## config.mk

```make
export PLATFORM = sky130hd
export DESIGN_NAME = id_ex_stage
export DESIGN_NICKNAME = d
export VERILOG_FILES = /design/src/rtl/id_ex_stage.sv
export SDC_FILE = /design/constraint.sdc
export NUM_CORES = 1
export LEC_CHECK = 0
export CAP_MARGIN = 20
export CELL_PAD_IN_SITES_DETAIL_PLACEMENT = 0
export CELL_PAD_IN_SITES_GLOBAL_PLACEMENT = 1
export CORE_MARGIN = 5
export CORE_UTILIZATION = 27
export DETAILED_ROUTE_END_ITERATION = 8
export GPL_ROUTABILITY_DRIVEN = 0
export PLACE_DENSITY_LB_ADDON = 0.12
export REMOVE_ABC_BUFFERS = 1
export SKIP_CTS_REPAIR_TIMING = 1
export SYNTH_ARGS = -nofsm -noshare
export SYNTH_HDL_FRONTEND = slang
export SYNTH_SLANG_ARGS = --single-unit
```

## constraint.sdc

```tcl
create_clock -name clk -period 3.5 [get_ports clk]
set_input_delay 0.7 -clock clk [delete_from_list [all_inputs] [get_ports clk]]
set_output_delay 0.7 -clock clk [all_outputs]
set_load 0.01 [all_outputs]
```

## src/rtl/id_ex_stage.sv

```systemverilog
// ID/EX pipeline register: captures decoded operands and ALU controls with RAW-hazard forwarding
// (EX/MEM first, then MEM/WB, then register file), plus stall-hold and flush-bubble handling.
module id_ex_stage #(
  parameter int unsigned WIDTH   = 32,
  parameter int unsigned REGBITS = 5,
  parameter bit          FWD_EN  = 1'b1
) (
  input  logic               clk,
  input  logic               reset,
  input  logic               stall,
  input  logic               flush,
  input  logic               in_valid,
  input  logic [REGBITS-1:0] rs_num,
  input  logic [REGBITS-1:0] rt_num,
  input  logic [WIDTH-1:0]   rs_data,
  input  logic [WIDTH-1:0]   rt_data,
  input  logic [WIDTH-1:0]   imm,
  input  logic               use_imm,
  input  logic               use_shamt,
  input  logic [4:0]         shamt,
  input  logic               slt,
  input  logic               sub,
  input  logic               shft,
  input  logic               math,
  input  logic [1:0]         bool,
  input  logic [REGBITS-1:0] dest_num,
  input  logic               reg_write,
  input  logic               exm_reg_write,
  input  logic [REGBITS-1:0] exm_dest,
  input  logic [WIDTH-1:0]   exm_result,
  input  logic               wb_reg_write,
  input  logic [REGBITS-1:0] wb_dest,
  input  logic [WIDTH-1:0]   wb_result,
  output logic               ex_valid,
  output logic [WIDTH-1:0]   ex_a,
  output logic [WIDTH-1:0]   ex_b,
  output logic               ex_slt,
  output logic               ex_sub,
  output logic               ex_shft,
  output logic               ex_math,
  output logic [1:0]         ex_bool,
  output logic [REGBITS-1:0] ex_dest,
  output logic               ex_reg_write
);

  logic               valid_q, valid_d;
  logic [WIDTH-1:0]   a_q, a_d;
  logic [WIDTH-1:0]   b_q, b_d;
  logic               slt_q, slt_d;
  logic               sub_q, sub_d;
  logic               shft_q, shft_d;
  logic               math_q, math_d;
  logic [1:0]         bool_q, bool_d;
  logic [REGBITS-1:0] dest_q, dest_d;
  logic               reg_write_q, reg_write_d;

  logic               rs_hit_exm, rs_hit_wb, rt_hit_exm, rt_hit_wb;
  logic [WIDTH-1:0]   fa, fb;

  // Register 0 is hardwired to zero, so a pending write to it must never be forwarded.
  always_comb begin
    rs_hit_exm = FWD_EN && exm_reg_write && (exm_dest == rs_num) && (rs_num != '0);
    rs_hit_wb  = FWD_EN && wb_reg_write  && (wb_dest  == rs_num) && (rs_num != '0);
    rt_hit_exm = FWD_EN && exm_reg_write && (exm_dest == rt_num) && (rt_num != '0);
    rt_hit_wb  = FWD_EN && wb_reg_write  && (wb_dest  == rt_num) && (rt_num != '0);
  end

  always_comb begin
    if (rs_hit_exm) begin
      fa = exm_result;
    end else if (rs_hit_wb) begin
      fa = wb_result;
    end else begin
      fa = rs_data;
    end

    if (rt_hit_exm) begin
      fb = exm_result;
    end else if (rt_hit_wb) begin
      fb = wb_result;
    end else begin
      fb = rt_data;
    end
  end

  // Capture values; an invalid decode slot loads the same all-zero bubble as a flush.
  always_comb begin
    valid_d     = 1'b0;
    a_d         = '0;
    b_d         = '0;
    slt_d       = 1'b0;
    sub_d       = 1'b0;
    shft_d      = 1'b0;
    math_d      = 1'b0;
    bool_d      = '0;
    dest_d      = '0;
    reg_write_d = 1'b0;
    if (in_valid) begin
      valid_d     = 1'b1;
      a_d         = use_shamt ? {{(WIDTH-5){1'b0}}, shamt} : fa;
      b_d         = use_imm ? imm : fb;
      slt_d       = slt;
      sub_d       = sub;
      shft_d      = shft;
      math_d      = math;
      bool_d      = bool;
      dest_d      = dest_num;
      reg_write_d = reg_write;
    end
  end

  always_ff @(posedge clk) begin
    if (reset || flush) begin
      valid_q     <= 1'b0;
      a_q         <= '0;
      b_q         <= '0;
      slt_q       <= 1'b0;
      sub_q       <= 1'b0;
      shft_q      <= 1'b0;
      math_q      <= 1'b0;
      bool_q      <= '0;
      dest_q      <= '0;
      reg_write_q <= 1'b0;
    end else if (!stall) begin
      valid_q     <= valid_d;
      a_q         <= a_d;
      b_q         <= b_d;
      slt_q       <= slt_d;
      sub_q       <= sub_d;
      shft_q      <= shft_d;
      math_q      <= math_d;
      bool_q      <= bool_d;
      dest_q      <= dest_d;
      reg_write_q <= reg_write_d;
    end
  end

  assign ex_valid     = valid_q;
  assign ex_a         = a_q;
  assign ex_b         = b_q;
  assign ex_slt       = slt_q;
  assign ex_sub       = sub_q;
  assign ex_shft      = shft_q;
  assign ex_math      = math_q;
  assign ex_bool      = bool_q;
  assign ex_dest      = dest_q;
  assign ex_reg_write = reg_write_q;

endmodule

```

==> results by group <==
Routing
  • Drt total wl: about 20000 um
  • Vias per cell: 5.30
  • Initial DRC count: ~250
  • DRC Markers: 0
  • Metal-1 WL: 8070 um
  • Top routing layer used: met4
  • DR WL met3: between 1500 and 2000 um
  • Post-route ant nets: 0
  • DR WL met2: between 10000 and 15000 um
  • DR vias: 5031
  • TritonRoute pass-1 iters: 4
  • WL/cell: about 21 um

Power
  • LEAKAGE: ~2.6 nW
  • Pwr dens: around 300 mW/mm2
  • Peak supply drop: between 0.2 and 0.25 mV

Placed design
  • Post-DP HPWL: 14600 um
  • Input/output buffers: around 280

Critical path
  • Critical-path cell list: clkdlybuf4s50_1 > or4_1 > or2_0 > and2_2 > a221o_2 > o2bb2ai_1
  • Crit path DAT: slightly below 3 ns
  • CP max FO: 32
  • Crit path buffers/inverters: 1
  • Crit Path Category: input pin to register
  • Levels on crit path: 6
  • Max stage delay on crit path: ~0.55 ns
  • Crit end category: register
  • Critical Path RT: between 3 and 4 ns
  • Reg2Reg Depth: 4
  • R2r setup slk: between 2 and 3 ns
  • Slowest CP cell: or4_1
  • Worst Setup EP: ex_b[0]
  • RR Startpoint: ex_a[4]
  • Worst setup path start: rt_num[1]
  • Worst Setup Start Kind: input pin
  • CP top delay family: simple AND/OR/NAND/NOR gates
  • Reg2Reg Capture Point: ex_a[4]

Logic synthesis
  • Ys Warns: 0
  • Synth cell types: 37
  • Synth top area share: 0.357
  • Post-synthesis compound-gate area fraction: 0.372
  • Asr flop ratio synth: 0
  • Mux contribution to synthesized area: 0.0741
  • Commonest cells post-synth: dfxtp_1 (77), a22oi_1 (71), clkbuf_1 (34)
  • Cell with the most instances after synthesis: dfxtp_1
  • Post-synthesis adder-cell area fraction: 0
  • Top cell type by total area after synthesis: dfxtp_1
  • XOR/XNOR share of the synthesized area: 0.0365
  • Mean Syn Cell Area: ~9 um2
  • Synth top area cells: dfxtp_1 (36%), a22oi_1 (12%), mux2i_1 (7.4%)
  • Yosys reg bits: between 70 and 80
  • Register area share after synthesis: 0.357
  • Post-synth EDFFs: 0
  • Top FF cell, synth: dfxtp_1
  • Synth Area in Simple Gates: 0.105
  • Main combinational cell family by area after synthesis: compound AO/OA/AOI/OAI gates
  • Post-Syn Area: 0.00432 mm2
  • Mapped Cells: 475

Timing
  • Skew final: 0 ns
  • Min cycle time layout: 2.74 ns
  • Tcrit/Tclk final: 0.784
  • Final setup fails: 0
  • Final Hold Fails: 0
  • Pins Over Slew Limit: 0
  • Worst Max-Slew Pin Slew: just under 0.9 ns
  • Max_slew headroom: 0.411
  • Final hold slack: between 0.4 and 0.5 ns
  • Unrepaired setup endpoints after global routing: false
  • Highest Clock Rate: ~360 MHz

Global routing
  • Vias in the first global route: between 5000 and 6000
  • GRT Total Usage: 0.208
  • GRT overflow: 0
  • Largest net degree at the start of global routing: 49
  • Initial antenna violation count: 1
  • First-pass GRT wire length: slightly below 30000 um

Flow run
  • Max_cap viols: 0

Finish
  • Post-layout util: 0.481
  • Layout overhead on the synthesized area: 75.6%
  • Fraction of final layout cells sized beyond drive strength 1: 0.0573
  • Layout fillers: approximately 1500
  • Layout net count: about 940

Floorplanning
  • Core area: roughly 0.016 mm2
  • Die W: between 100 and 150 um
  • Die ar.: between 0.015 and 0.02 mm2
  • Vert. Die Dim: between 100 and 150 um
  • # IOs: ~280
  • Starting Density: 0.274
  • # rows: 46

Clock network
  • Clock Path Buffers: 2
  • Worst-Skew Late Latency: 0.34 ns
  • Num CTS Buffers: 9
  • Worst-path clk slew: approximately 0.060 ns
  • Clock sinks: 77
  • CTS root buf: clkbuf_16
  • CTS tree: done
  • H-tree depth: 3

Worst hold path
  • Worst hold path type: register to register

Status
  • Status: finished, final reports clean
-- layout make-up --
type / instances / area, um2 / share of cell area
diodes: 1 / 2.50 / 0.000330
clock inverters: 3 / 15.0 / 0.00198
flip-flops and latches: 77 / 1540 / 0.203
inverters: 2 / 7.51 / 0.000989
clock buffers: 10 / 239 / 0.0315
multi-input cells: 345 / 2580 / 0.340
well taps: 216 / 270 / 0.0356
repair buffers: 296 / 2940 / 0.387
-- metal layers --
| layer | GRT usage | up-vias |
|---|---|---|
| li1 | - | 2376 |
| met1 | 0.252 | 2378 |
| met2 | 0.360 | 244 |
| met3 | 0.0449 | 33 |
| met4 | 0.0829 | 0 |
| met5 | 0 | - |
-- state kept, by name, indices dropped and copies added (netlist names) --
| signal | count |
|---|---|
| ex_math | 1 |
| ex_bool | 2 |
| ex_a | 32 |
| ex_slt | 1 |
| ex_b | 32 |
| ex_shft | 1 |
| ex_dest | 5 |
| ex_reg_write | 1 |
| ex_valid | 1 |
| ex_sub | 1 |
-- worst min-delay path: stages, from the launching register on --
cell,delay (ns)
dfxtp_1,0.31
nand2_1,0.06
a21oi_1,0.06
-- cells by family after synthesis --
group | after synthesis
AOI/OAI and AO/OA | 213
xor gates and xnor gates | 18
buffers and inverters | 53
DFF | 77
muxes | 32
and+or+nand+nor | 82
-- per-stage QoR --
| step | TNS, ns | cells | total power, W | worst slack (ns) | cell area [um2] |
|---|---|---|---|---|---|
| global route | 0 | 950 | 0.00236 | 0.678 | 7590 |
| floorplan | -5.76 | 424 | 0.00107 | -0.143 | 4090 |
| global placement | 0 | 936 | 0.00143 | 0.426 | 7330 |
| CTS | 0 | 949 | 0.00230 | 0.775 | 7590 |
| finish | 0 | 950 | 0.00227 | 0.756 | 7590 |
| detailed placement | 0 | 936 | 0.00143 | 0.405 | 7330 |
-- cells in the final DEF (no fill, tap or decap), types with 6 or more instances in the layout --
cell             instances
a21oi_1                 11
mux2i_1                 32
o21a_1                  31
buf_4                   13
clkdlybuf4s50_1        281
xnor2_1                 13
o21ai_0                 28
o2bb2ai_1               30
and3_1                  32
dfxtp_1                 77
nand3_1                  6
a221o_1                 28
clkbuf_16                9
o21ai_1                  6
nor2_1                  12
a22oi_1                 71
nand2_1                  9
-- power by group --
part	switching, W	internal, W
Clock	0.000372	0.000484
Combinational	0.000196	0.000316
Sequential	0.00000890	0.000894
-- worst min path at each step --
stage / startpoint / end / slack (ns) / cells past startpoint
3_3_place_gp: ex_valid / ex_valid / 0.46 / 2
5_1_grt: ex_valid / ex_valid / 0.48 / 2
4_1_cts: ex_valid / ex_valid / 0.47 / 2
3_5_place_dp: ex_valid / ex_valid / 0.46 / 2
2_1_floorplan: ex_valid / ex_valid / 0.49 / 2
6_report: ex_valid / ex_valid / 0.47 / 2
Power figures use the tool's default switching activity.
